File: config.mk
export PLATFORM = sky130hd
export DESIGN_NAME = uart_tx_arbiter
export DESIGN_NICKNAME = d
export VERILOG_FILES = /design/src/rtl/uart_tx_arbiter.sv
export SDC_FILE = /design/constraint.sdc
export NUM_CORES = 1
export LEC_CHECK = 0
export CAP_MARGIN = 25
export CORE_ASPECT_RATIO = 1.2
export CORE_MARGIN = 2
export CORE_UTILIZATION = 24
export DETAILED_ROUTE_END_ITERATION = 8
export HOLD_SLACK_MARGIN = 0.02
export PLACE_DENSITY = 0.5
export RECOVER_POWER = 25
export SKIP_LAST_GASP = 1
export SYNTH_ARGS = -nofsm -noshare
export SYNTH_HDL_FRONTEND = slang
export SYNTH_SLANG_ARGS = --single-unit
File: constraint.sdc
create_clock -name clk -period 5.1 [get_ports clk]
set_clock_uncertainty 0.2 [all_clocks]
set_input_delay 1.02 -clock clk [delete_from_list [all_inputs] [get_ports clk]]
set_output_delay 1.02 -clock clk [all_outputs]
set_load 0.005 [all_outputs]
File: src/rtl/uart_tx_arbiter.sv
// Round-robin arbiter that shares one UART transmitter among NUM_REQ byte requesters; optional start-to-busy watchdog under UART_ARB_TIMEOUT_EN.
// Latency: req_ready and accept in the same IDLE cycle; tx_rx_start is high the cycle after accept.
// Backpressure: a requester holds req_valid until it sees its req_ready; no grant while busy, disabled, or a frame is in progress.
module uart_tx_arbiter #(
    parameter int NUM_REQ        = 4,
    parameter int TIMEOUT_CYCLES = 1024
) (
    input  logic                       clk,
    input  logic                       rst,
    input  logic                       tx_rx_enable,
    input  logic [NUM_REQ-1:0]         req_valid,
    input  logic [NUM_REQ*8-1:0]       req_data,
    output logic [NUM_REQ-1:0]         req_ready,
    output logic                       tx_rx_start,
    output logic [7:0]                 tx_data,
    input  logic                       busy,
    output logic [$clog2(NUM_REQ)-1:0] grant_id,
    output logic                       active,
    output logic                       err_timeout
);

    localparam int IDW = $clog2(NUM_REQ);

    typedef enum logic [1:0] {
        IDLE      = 2'd0,
        START     = 2'd1,
        WAIT_BUSY = 2'd2,
        WAIT_DONE = 2'd3
    } state_t;

    state_t         state;
    logic [IDW-1:0] last;
    logic [IDW-1:0] win;
    logic [IDW-1:0] cand;
    logic           any_vld;
    logic           grant_vld;
    int             idx;

    // Search starts just past the last winner so every requester gets a turn.
    always_comb begin
        any_vld = 1'b0;
        win     = '0;
        cand    = '0;
        idx     = 0;
        for (int k = 1; k <= NUM_REQ; k++) begin
            idx  = (int'(last) + k) % NUM_REQ;
            cand = IDW'(idx);
            if (!any_vld && req_valid[cand]) begin
                any_vld = 1'b1;
                win     = cand;
            end
        end
    end

    assign grant_vld = (state == IDLE) && tx_rx_enable && !busy && any_vld;

    always_comb begin
        req_ready = '0;
        for (int i = 0; i < NUM_REQ; i++) begin
            req_ready[i] = grant_vld && (win == IDW'(i));
        end
    end

`ifdef UART_ARB_TIMEOUT_EN
    localparam int CW = (TIMEOUT_CYCLES > 2) ? $clog2(TIMEOUT_CYCLES) : 1;
    logic [CW-1:0] to_cnt;
`else
    assign err_timeout = 1'b0;
`endif

    always_ff @(posedge clk or posedge rst) begin
        if (rst) begin
            state       <= IDLE;
            last        <= IDW'(NUM_REQ - 1);
            tx_rx_start <= 1'b0;
            tx_data     <= 8'h00;
            grant_id    <= '0;
            active      <= 1'b0;
`ifdef UART_ARB_TIMEOUT_EN
            to_cnt      <= '0;
            err_timeout <= 1'b0;
`endif
        end else begin
            tx_rx_start <= 1'b0;
`ifdef UART_ARB_TIMEOUT_EN
            err_timeout <= 1'b0;
`endif
            case (state)
                IDLE: begin
                    if (grant_vld) begin
                        tx_data     <= req_data[{win, 3'b000} +: 8];
                        grant_id    <= win;
                        last        <= win;
                        active      <= 1'b1;
                        tx_rx_start <= 1'b1;
                        state       <= START;
                    end
                end
                START: begin
                    // A UART that raises busy during the start cycle skips the wait.
                    if (busy) begin
                        state <= WAIT_DONE;
                    end else begin
                        state <= WAIT_BUSY;
                    end
`ifdef UART_ARB_TIMEOUT_EN
                    to_cnt <= '0;
`endif
                end
                WAIT_BUSY: begin
                    if (busy) begin
                        state <= WAIT_DONE;
                    end
`ifdef UART_ARB_TIMEOUT_EN
                    else if (to_cnt == CW'(TIMEOUT_CYCLES - 1)) begin
                        err_timeout <= 1'b1;
                        active      <= 1'b0;
                        state       <= IDLE;
                    end else begin
                        to_cnt <= to_cnt + 1'b1;
                    end
`endif
                end
                WAIT_DONE: begin
                    if (!busy) begin
                        active <= 1'b0;
                        state  <= IDLE;
                    end
                end
                default: state <= IDLE;
            endcase
        end
    end

endmodule

Word level (Yosys, flattened, before mapping)
Cells that the tools add are included.

Add/subtract/negate cells: 4. Magnitude comparators: 4. Eq/ne operators: 9. Shifts and indexed selects: 1. Mux-type cells: 26. Reductions and logical operators: 20.

Operators with widths (count): 32-bit by 6-bit indexed part select with 8-bit output (1); 2-bit two-way mux (7); 1-bit two-way mux (13); 2-bit by 3-bit < comparator with 1-bit output (second input constant) (4); 1-bit logical AND (10); 1-bit binary-select mux with 2-bit select (4); 2-bit equality test (second input constant) (4); 2-bit case mux with 4 select lines (1); 2-bit inequality test (second input constant) (3); 3-bit AND reduction (2); 2-bit by 1-bit adder with 2-bit output (second input constant) (2); 2-bit adder (second input constant) (2); 2-bit by 1-bit equality test with 1-bit output (second input constant) (2); 1-bit zero test (4); 2-bit zero test (2); 1-bit case mux with 2 select lines (1); 2-bit AND reduction (1); 2-bit nonzero test (1).

Bits in registers: 16. Word-level logic and storage cells: 70.

Depth between registers and ports, before layout
Gate-level depths: netlist of the first run.

Word-level depth: 16. Mapped depth: 8. Mapped depth without buffers: 7.

Worst setup path before layout of the first run
No wires, ideal clock.

Kind: in2out. From: input req_valid[1]. To: output req_ready[3]. Arrival time: 2031 ps. Required time: 3880 ps. Slack: 1849 ps. Cell stages on the path: 4. Cells stage by stage: or4_1 nand4b_2 nor2_1 and2_1.

Cells in the longest elaborated chain, start to end: 14. Elaborated cells between the ends (all ways): 25. Those cells by class: eq/ne: 1; mux: 16; reduce/logical: 8.

Ends and longest elaborated chain: from (decl) (line 11) `input logic [NUM_REQ-1:0] req_valid,`; 1-bit binary-select mux with 2-bit select (line 48) `if (!any_vld && req_valid[cand]) begin`; 1-bit two-way mux (not written as such) (line 48); 1-bit two-way mux (line 48); 1-bit zero test (line 48); 1-bit logical AND (line 48); 1-bit two-way mux (line 48); 1-bit zero test (line 48); 1-bit logical AND (line 48); 1-bit two-way mux (line 48); 1-bit zero test (line 48); 1-bit logical AND (line 48); 2-bit two-way mux or 1-bit two-way mux (tied branches) (line 48); 2-bit equality test or 1-bit logical AND (tied branches) (line 60, 55); 1-bit logical AND (*) (line 60) `req_ready[i] = grant_vld && (win == IDW'(i));`; to (decl) (line 13) `output logic [NUM_REQ-1:0] req_ready,`.

Every way passes the cells marked *; elsewhere a longest branch is shown, timed or not. The select of a mux whose other input is x is not followed.

Worst setup path in the final report of the first run
From: input req_valid[0]. To: output req_ready[3].

Same word-level chain as after synthesis.

==> reports/results.ini, run 1 <==
[cts]
cts_buffer_depth=2
cts_buffers=3
cts_num_sinks=16
cts_root_buf=clkbuf_8
htree_levels=1
insertion_delay_ps=250
post-cts-setup-buffer-count=0
cts_resized=0
cts_tree=yes
clkSlewWorstSetupHoldPaths_ps=60
cts-hold-fix-buffers=0

[place]
dpl_cell_area_um2=1770
gp_congestion=0.735
portBuffers=55
dp_hpwl_um=2510

[route]
finalWirelength_um=3200
viasPerCell=4.68
drc=0
drtIter0Drc=60
final_antenna_net_count=0
wl_per_cell_um=13.8
dr.pass1.iters=4
via_count=1082

[pwr]
leakagePower_nw=0.765
powerDensity_nw_per_um2=411
ir_drop_mv=0.134

[logic_synthesis]
synth.avg_cell_area_um2=10.2
syn_inst=118
synth-seq-cells=16
yosysTopAreaCellShare_pct=29.0
synth_area_leader_cell=dfrtp_1
yosys_warnings=0
syn_area_um2=1210
synth-seq-area-share_pct=33.4
synthTopCellsByArea=dfrtp_1, mux2i_1, mux2_4, a221o_1, nand3_1
synthDistinctLibCells=37
syn-num-nets=163

[outcome]
status=complete, no violations

[setup_path]
critPathMaxFanout=13
crit_type=primary input to output pin
cp.required_ps=3880
endpoint=req_ready[3]
r2r_start=last[1]$_DFFE_PP1P_
cp-end-kind=output pin
crit_start=req_valid[0]
rr_worst_depth=6
critPathArrivalTime_ps=3450
worstSetupStartpointType=primary input
r2r_setup_slack_ps=2350
r2r_end=tx_data[4]$_DFFE_PP0P_

[timing]
tightest_slew_ps=767
fmax_mhz=214
setup_viol=0
maxSlewViolCount=0
finalHoldViolCount=0
rsz0062_at_grt=no
whs_ps=287
timing.final.crit_share_pct=91.5
relSlewSlack_pct=48.9
setup_tns_ps=0
period_needed_ps=4670

[cells_and_area]
fin_area_um2=1830
areaGrowthSynthToFinish_pct=51.3
diodes=0
final_core_util_pct=37.2
drive_gt1_share_pct=14.6
final_nets=217

[floorplan]
start_util_pct=24.6
die-width_um=68.7
chipHeight_um=81.7
core_area_um2=4900
dieArea_um2=5610
io_pins=57
row_count=28

[global_routing]
grt-ovfl-total=0
grt_pass1_vias=1078
grt_pass1_wl_um=5080
grt_max_degree=22
antenna_found_initial=0
grt_use_total_pct=12.1

[flow_run]
cap_violations=0

[hold_path]
hold_class=register to register
whs_path_depth=2

==> power breakdown <==
part	internal (W)	switching, W	total (W)
sequential	0.000192	0.0000461	0.000238
combinational	0.000236	0.000163	0.000399
clock	0.0000684	0.0000442	0.000113
total	0.000496	0.000253	0.000749
==> cell type report <==
class                      instances  area [um^2]
multi-input combinational         90          712
clock buffer                       4         55.1
timing repair buffer              57          566
inverter                           4         15.0
sequential                        16          403
fill                             511         3080
tap                               60         75.1
==> cell usage in the layout (no fill, tap or decap), types with 2 or more instances in the layout <==
cell / Yosys / routed
clkdlybuf4s50_1: 0 / 54
nand3_1: 14 / 14
dfrtp_1: 14 / 14
mux2i_1: 10 / 10
nor2_1: 8 / 8
a221o_1: 8 / 8
nand2_1: 7 / 7
mux2_4: 6 / 6
ha_1: 5 / 5
clkbuf_8: 0 / 4
a21oi_1: 3 / 3
nand2b_1: 3 / 3
nand3b_1: 3 / 3
inv_1: 3 / 3
or2_2: 2 / 2
nor2b_1: 2 / 2
mux2_2: 2 / 2
dfstp_2: 2 / 2
buf_4: 2 / 2
==> cells in the mapped netlist <==
master and count:
a2111oi_0 1, a211oi_1 1, a21boi_1 1, a21oi_1 3, a221o_1 8, a22o_1 1
and2_1 1, and2b_2 1, and3b_2 1, buf_2 1, buf_4 2, buf_6 5
conb_1 1, dfrtp_1 14, dfstp_2 2, ha_1 5, inv_1 3, inv_2 1
mux2_2 2, mux2_4 6, mux2i_1 10, nand2_1 7, nand2b_1 3, nand2b_2 1
nand3_1 14, nand3b_1 3, nand4b_2 1, nor2_1 8, nor2b_1 2, nor3_1 1
o21ai_0 1, o21bai_1 1, o21bai_2 1, o22ai_1 1, o31ai_4 1, or2_2 2
or4_1 1
==> stage by stage <==
step / setup WS, ps / total power [W] / instances
after CTS: 345 / 0.000761 / 231
final: 433 / 0.000749 / 231
after global placement: 539 / 0.000638 / 227
after floorplan: 1850 / 0.000491 / 118
after detailed placement: 355 / 0.000645 / 227
after global routing: 215 / 0.000813 / 231
==> cell families after synthesis <==
group,Yosys count,share of synthesized area [%]
AOI/OAI and AO/OA,20,14.8
DFF,16,33.4
other,1,0.311
adders and majority gates,5,5.19
and+or+nand+nor,46,21.1
buffers and inverters,12,7.57
muxes,18,17.6
==> worst max-delay path, cell delays in order <==
cell and delay, ps:
clkdlybuf4s50_1 550, or4_1 170, nand4b_2 330, nor2_1 650
and2_1 220, clkdlybuf4s50_1 500
==> how the worst min path moves through the flow <==
stage / startpoint / end / slack (ps)
finish: grant_id[1]$_DFFE_PP0P_ / grant_id[1]$_DFFE_PP0P_ / 290
global route: grant_id[1]$_DFFE_PP0P_ / grant_id[1]$_DFFE_PP0P_ / 330
CTS: grant_id[1]$_DFFE_PP0P_ / grant_id[1]$_DFFE_PP0P_ / 290
detailed placement: grant_id[1]$_DFFE_PP0P_ / grant_id[1]$_DFFE_PP0P_ / 280
global placement: grant_id[1]$_DFFE_PP0P_ / grant_id[1]$_DFFE_PP0P_ / 280
floorplan: grant_id[1]$_DFFE_PP0P_ / grant_id[1]$_DFFE_PP0P_ / 270
==> layer usage <==
metal  track usage [%]  wire length [um]  up-vias
met1              14.6              1360      512
met2              21.3              1620       35
met4              4.12                32        0
li1                  -                 -      533
met3              2.19               184        2
met5                 0                 0        -
==> registers in the layout (all words and copies together) (netlist names) <==
register     count
tx_rx_start      1
last             2
active           1
tx_data          8
grant_id         2
state            2
Power figures use the tool's default switching activity.
==> run 2: changes to the inputs <==
--- a/config.mk
+++ b/config.mk
@@ -6,13 +6,16 @@
 export NUM_CORES = 1
 export LEC_CHECK = 0
 export CAP_MARGIN = 25
+export CELL_PAD_IN_SITES_DETAIL_PLACEMENT = 2
+export CELL_PAD_IN_SITES_GLOBAL_PLACEMENT = 2
 export CORE_ASPECT_RATIO = 1.2
 export CORE_MARGIN = 2
-export CORE_UTILIZATION = 24
+export CORE_UTILIZATION = 23
 export DETAILED_ROUTE_END_ITERATION = 8
 export HOLD_SLACK_MARGIN = 0.02
-export PLACE_DENSITY = 0.5
+export PLACE_DENSITY = 0.76
 export RECOVER_POWER = 25
+export SETUP_SLACK_MARGIN = 0.4
 export SKIP_LAST_GASP = 1
 export SYNTH_ARGS = -nofsm -noshare
 export SYNTH_HDL_FRONTEND = slang
==> constraint.sdc (replaced) <==
create_clock -name clk -period 4.7 [get_ports clk]
set_clock_uncertainty 0.2 [all_clocks]
set_input_delay 0.94 -clock clk [delete_from_list [all_inputs] [get_ports clk]]
set_output_delay 0.94 -clock clk [all_outputs]
set_load 0.005 [all_outputs]
==> run 2 against run 1 <==
Compared with the run above:
- setup slack gained 76 ps
- sequential share of layout area down 0.39 points
- flip-flop and latch count did not move
- routed wire length is 23% higher
- critical path type unchanged
- highest routed layer unchanged
==> reports/results.ini, run 2 (synthesis gave the netlist of run 1 again) <==
[setup_path]
worstSetupStartpointType=primary input
crit_type=primary input to output pin
r2r_start=last[1]$_DFFE_PP1P_
cp.required_ps=3560  ; -320 ps
r2r_setup_slack_ps=2040  ; -310 ps
cp-end-kind=output pin
rr_worst_depth=6  ; unchanged
critPathMaxFanout=9  ; -4
r2r_end=tx_data[4]$_DFFE_PP0P_
critPathArrivalTime_ps=3050  ; -400 ps

[floorplan]
chipHeight_um=83.3  ; +2.0%
dieArea_um2=5840  ; +4.1%
io_pins=57  ; unchanged
start_util_pct=24.1  ; -0.52 points
die-width_um=70.1  ; +2.0%
row_count=28  ; unchanged
core_area_um2=5010  ; +2.1%

[place]
gp_congestion=0.772  ; +5.0%
dp.cells=229  ; +0.88%
dp_hpwl_um=3230  ; +29%
portBuffers=55  ; unchanged
dpl_cell_area_um2=1790  ; +0.85%

[route]
finalWirelength_um=3930  ; +23%
drtIter0Drc=36  ; -40%
viasPerCell=4.71  ; +0.52%
final_antenna_net_count=0  ; unchanged
via_count=1097  ; +1.4%
wl_per_cell_um=16.9  ; +22%
drc=0  ; unchanged
dr.pass1.iters=4  ; unchanged

[global_routing]
antenna_found_initial=0  ; unchanged
grt_pass1_vias=1216  ; +13%
grt_max_degree=22  ; unchanged
grt-ovfl-total=0  ; unchanged
grt_pass1_wl_um=6350  ; +25%
grt_use_total_pct=13.5  ; +1.4 points

[cells_and_area]
fin_area_um2=1860  ; +1.8%
diodes=0  ; unchanged
final_core_util_pct=37.1  ; -0.13 points
final_common_cell=clkdlybuf4s50_1
largest_register_ffs=8  ; unchanged
final_nets=219  ; +0.92%
areaGrowthSynthToFinish_pct=54.0
fill_cells=534  ; +4.5%
drive_gt1_share_pct=16.8  ; +2.1 points
final_cell_mix=clkdlybuf4s50_1, nand3_1, dfrtp_1
fin_cells=233  ; +0.87%
top_register=tx_data

[timing]
tightest_slew_ps=639  ; -128 ps
setup_viol=0  ; unchanged
relSlewSlack_pct=57.4  ; +8.5 points
rsz0062_at_grt=no
timing.final.crit_share_pct=89.2
fmax_mhz=239
finalHoldViolCount=0  ; unchanged
setup_tns_ps=0  ; unchanged
period_needed_ps=4190
maxSlewViolCount=0  ; unchanged
whs_ps=289  ; +2.41 ps

[cts]
cts_num_sinks=16  ; unchanged
cts_root_buf=clkbuf_8
cts-hold-fix-buffers=0  ; unchanged
cts_buffers=3  ; unchanged
htree_levels=1  ; unchanged
cts_tree=yes
clkSlewWorstSetupHoldPaths_ps=70  ; about the same
cts_buffer_depth=2  ; unchanged
insertion_delay_ps=250  ; about the same

[hold_path]
hold_class=register to register
hold_start=grant_id[1]$_DFFE_PP0P_
min_to=grant_id[1]$_DFFE_PP0P_
whs_path_depth=2  ; unchanged

[flow_run]
cap_violations=0  ; unchanged

[pwr]
p_sw_w=0.000298  ; +17%
seq_power_share_pct=30.9  ; -0.8 points
ir_drop_mv=0.125  ; -6.3%
pwr-share-comb_pct=54.3  ; +1.1 points
p_int_w=0.000547  ; +10%
clkPwrFrac_pct=14.8  ; -0.2 points
p_sw_share_pct=35.2  ; +1.4 points
powerDensity_nw_per_um2=455  ; +11%
leakagePower_nw=0.778  ; +1.6%

[outcome]
status=complete, no violations

run 2: cell types whose count changed in the layout (fill, tap and decap cells not counted):
cell,before,now
buf_4,2,4
inv_2,1,0
inv_4,0,1
nand4b_2,1,0
nand4b_4,0,1
nor2_1,8,7
nor2_2,0,1
or4_1,1,0
or4_4,0,1
run 2: power groups by stage:
| stage | clock network, W | registers (W) | logic [W] |
|---|---|---|---|
| after global placement | 0 | 0.000258 | 0.000435 |
| after detailed placement | 0 | 0.000265 | 0.000462 |
| after CTS | 0.000128 | 0.000263 | 0.000464 |
| after floorplan | 0 | 0.000249 | 0.000284 |
| after global routing | 0.000133 | 0.000272 | 0.000507 |
| final | 0.000125 | 0.000261 | 0.000459 |
run 2: layer usage:
layer | global-route usage, % | wire length [um] | part of all wire [%] | vias to the layer above
met3 | 1.94 | 117 | 3.0 | 2
met2 | 25.3 | 2150 | 55 | 27
met4 | 2.62 | 17 | 0.43 | 0
met5 | 0 | 0 | 0 | -
li1 | - | - | - | 535
met1 | 16.2 | 1640 | 42 | 533
run 2: repair_timing:
item,in CTS,in global routing
endpoints found under the hold margin,0,0
endpoints found under the setup margin,0,4
setup buffers,0,0
resized for setup,0,5
run 2: worst max-delay path, stage by stage:
cell,delay (ps)
clkdlybuf4s50_1,500
or4_4,600
nand4b_4,170
buf_4,180
or2_2,140
nor2_1,50
clkdlybuf4s50_1,470
run 2: how the worst max path moves through the flow:
stage	start	endpoint	slack, ps	cells past startpoint
floorplan	req_valid[1]	req_ready[3]	1610	4
global placement	req_valid[1]	req_ready[3]	530	6
detailed placement	req_valid[0]	req_ready[3]	420	6
CTS	req_valid[0]	req_ready[3]	430	6
global route	req_valid[3]	req_ready[0]	410	7
finish	req_valid[1]	req_ready[2]	510	7
run 2: final cells by class:
class	count	area, um^2	area share, %
multi-input combinational	90	727	39.1
tap	60	75.1	4.04
clock buffer	4	55.1	2.96
sequential	16	403	21.7
timing repair buffer	59	581	31.2
inverter	4	17.5	0.943
run 2: through the flow:
step,setup slack [ps],power [W]
global placement,526,0.000694
floorplan,1610,0.000533
finish,509,0.000845
detailed placement,419,0.000727
CTS,431,0.000855
global route,409,0.000912
==> edit: new RTL, settings of run 1 <==
Change the parameter `NUM_REQ` from 4 to 8.
--- a/src/rtl/uart_tx_arbiter.sv
+++ b/src/rtl/uart_tx_arbiter.sv
@@ -2,7 +2,7 @@
 // Latency: req_ready and accept in the same IDLE cycle; tx_rx_start is high the cycle after accept.
 // Backpressure: a requester holds req_valid until it sees its req_ready; no grant while busy, disabled, or a frame is in progress.
 module uart_tx_arbiter #(
-    parameter int NUM_REQ        = 4,
+    parameter int NUM_REQ        = 8,
     parameter int TIMEOUT_CYCLES = 1024
 ) (
     input  logic                       clk,
Interface: changed (resized grant_id, req_data, req_ready and req_valid); port bits go from 57 to 98. No check against the original RTL was run, so the function may have changed too.
==> edit against run 1 <==
Global-route usage increased by 4.0 points; total power increased to 4.7 times the old value; routed wire length rose to 3.0 times the old value; worst setup slack worse by 450 ps; critical endpoint unchanged; sequential cell count is 2 higher; largest power group unchanged; critical path type unchanged; design area is 140% higher; clock power is 58% higher; register-to-register slack got worse by 1700 ps; synthesized area grew 130%; largest cell class unchanged; the flow now finishes with violations (setup timing).
==> edit: results (changes against run 1) <==
status=finished, violations left; violated checks=setup timing; 1st-iter DRT viols=84 (+40%); worst slew pin tran=737 ps (-29.3 ps); Post-DP HPWL=7490 um (+200%); CP endpoint=req_ready[3]; CP peak stage delay=510 ps (-140 ps); clk slew on worst S/H paths=60 ps (about the same); first-pass GRT wire length=15,600 um (+210%); r2r setup slk=700 ps (-1650 ps); Max FO, Critical Path=6 (-7); CTS root buffer=clkbuf_16; hold path start=grant_id[2]; largest net degree at the start of global routing=28 (+27%); synthesized net count=372 (+130%); DRT Wirelength=9680 um (+200%); Port Buffers=96 (+75%); Synth warnings=0 (unchanged); Hold Path Depth=2 (unchanged); share of cells above drive strength 1=27.6% (+13 points); ys flop type=dfrtp_1; Yosys cell types=62 (+68%); HP Class=reg -> reg; vias in the first global route=3,088 (+190%); Reg2Reg Launch Point=last[0]; reg-to-reg endpoint=tx_data[3]; total negative slack=-21.0 ps (-21.0 ps); Final Slew Violations=0 (unchanged); Synth area leaders=mux2i_1, dfrtp_1, mux4_2, mux2_1, nor2_1; DP Area=4120 sq um (+130%); GRT Overall Usage=16.1% (+4.0 points); leakage=1.88 nW (+150%); hold_ws=297 ps (+10.0 ps); Setup Viol. Count Final=1 (+1); routed via count=3,012 (+180%); maximum vdd drop=0.337 mV (+150%); CP top delay family=simple AND/OR/NAND/NOR gates; hold endpoint=grant_id[2]; nets=511 (+140%); critical path's slowest cell=mux4_2; Seq/Total Area, Yosys=16.7% (-17 points); Crit. Startpoint=req_valid[2]; R2R cell count=14 (+8); synth cell count leaders=mux2i_1, nor2_1, dfrtp_1; routability cong.=0.871 (+19%); # fillers=1,109 (+120%); Final WS setup=-21.0 ps (-454 ps)
## edit: repair_timing
item	4_1_cts	5_1_grt
gates resized for setup	41	8
hold buffers	0	0
buffers inserted	2	4
setup endpoints to repair	8	3
pin swaps	3	5
## edit: cell families (layout without fill, tap and decap cells)
kind of cell               Yosys count  after routing  synth area share [%]
AOI/OAI and AO/OA                   88             88                  26.3
muxes                               71             71                  33.4
and+or+nand+nor                     67             67                  12.6
buffers and inverters               36            174                  7.13
DFF                                 18             18                  16.7
adders and majority gates            6              6                  2.76
xor gates and xnor gates             3              3                 0.966
other                                1              1                 0.138
## edit: power by group
part | internal, mW | switching (mW) | total, mW
clock | 0.120 | 0.0597 | 0.179
combinational | 1.57 | 1.50 | 3.07
sequential | 0.219 | 0.0521 | 0.271
total | 1.91 | 1.61 | 3.52
## edit: tightest hold or removal path, stage by stage, from the launching register on
cell	delay (ps)
dfrtp_1	340
nor2_1	50
nor2_1	70
## edit: stage by stage
stage          std cells  worst slack (ps)
2_1_floorplan        290              14.8
3_3_place_gp         550              -429
3_5_place_dp         550              -442
4_1_cts              556             -31.6
5_1_grt              560             -90.9
6_report             560             -21.0
## edit: final cells by class
| class | count | area, sq um | area share, % |
|---|---|---|---|
| clock buffer | 4 | 88.8 | 2.05 |
| inverter | 12 | 45.0 | 1.04 |
| multi-input combinational | 236 | 2130 | 49.3 |
| sequential | 18 | 454 | 10.5 |
| tap | 132 | 165 | 3.82 |
| timing repair buffer | 158 | 1440 | 33.3 |
## edit: metal layers
metal,part of all wire [%],global-route usage [%],vias up
li1,-,-,1424
met1,42,20.2,1472
met2,51,28.5,111
met3,6.0,2.72,5
met4,0.79,3.46,0
met5,0,0,-
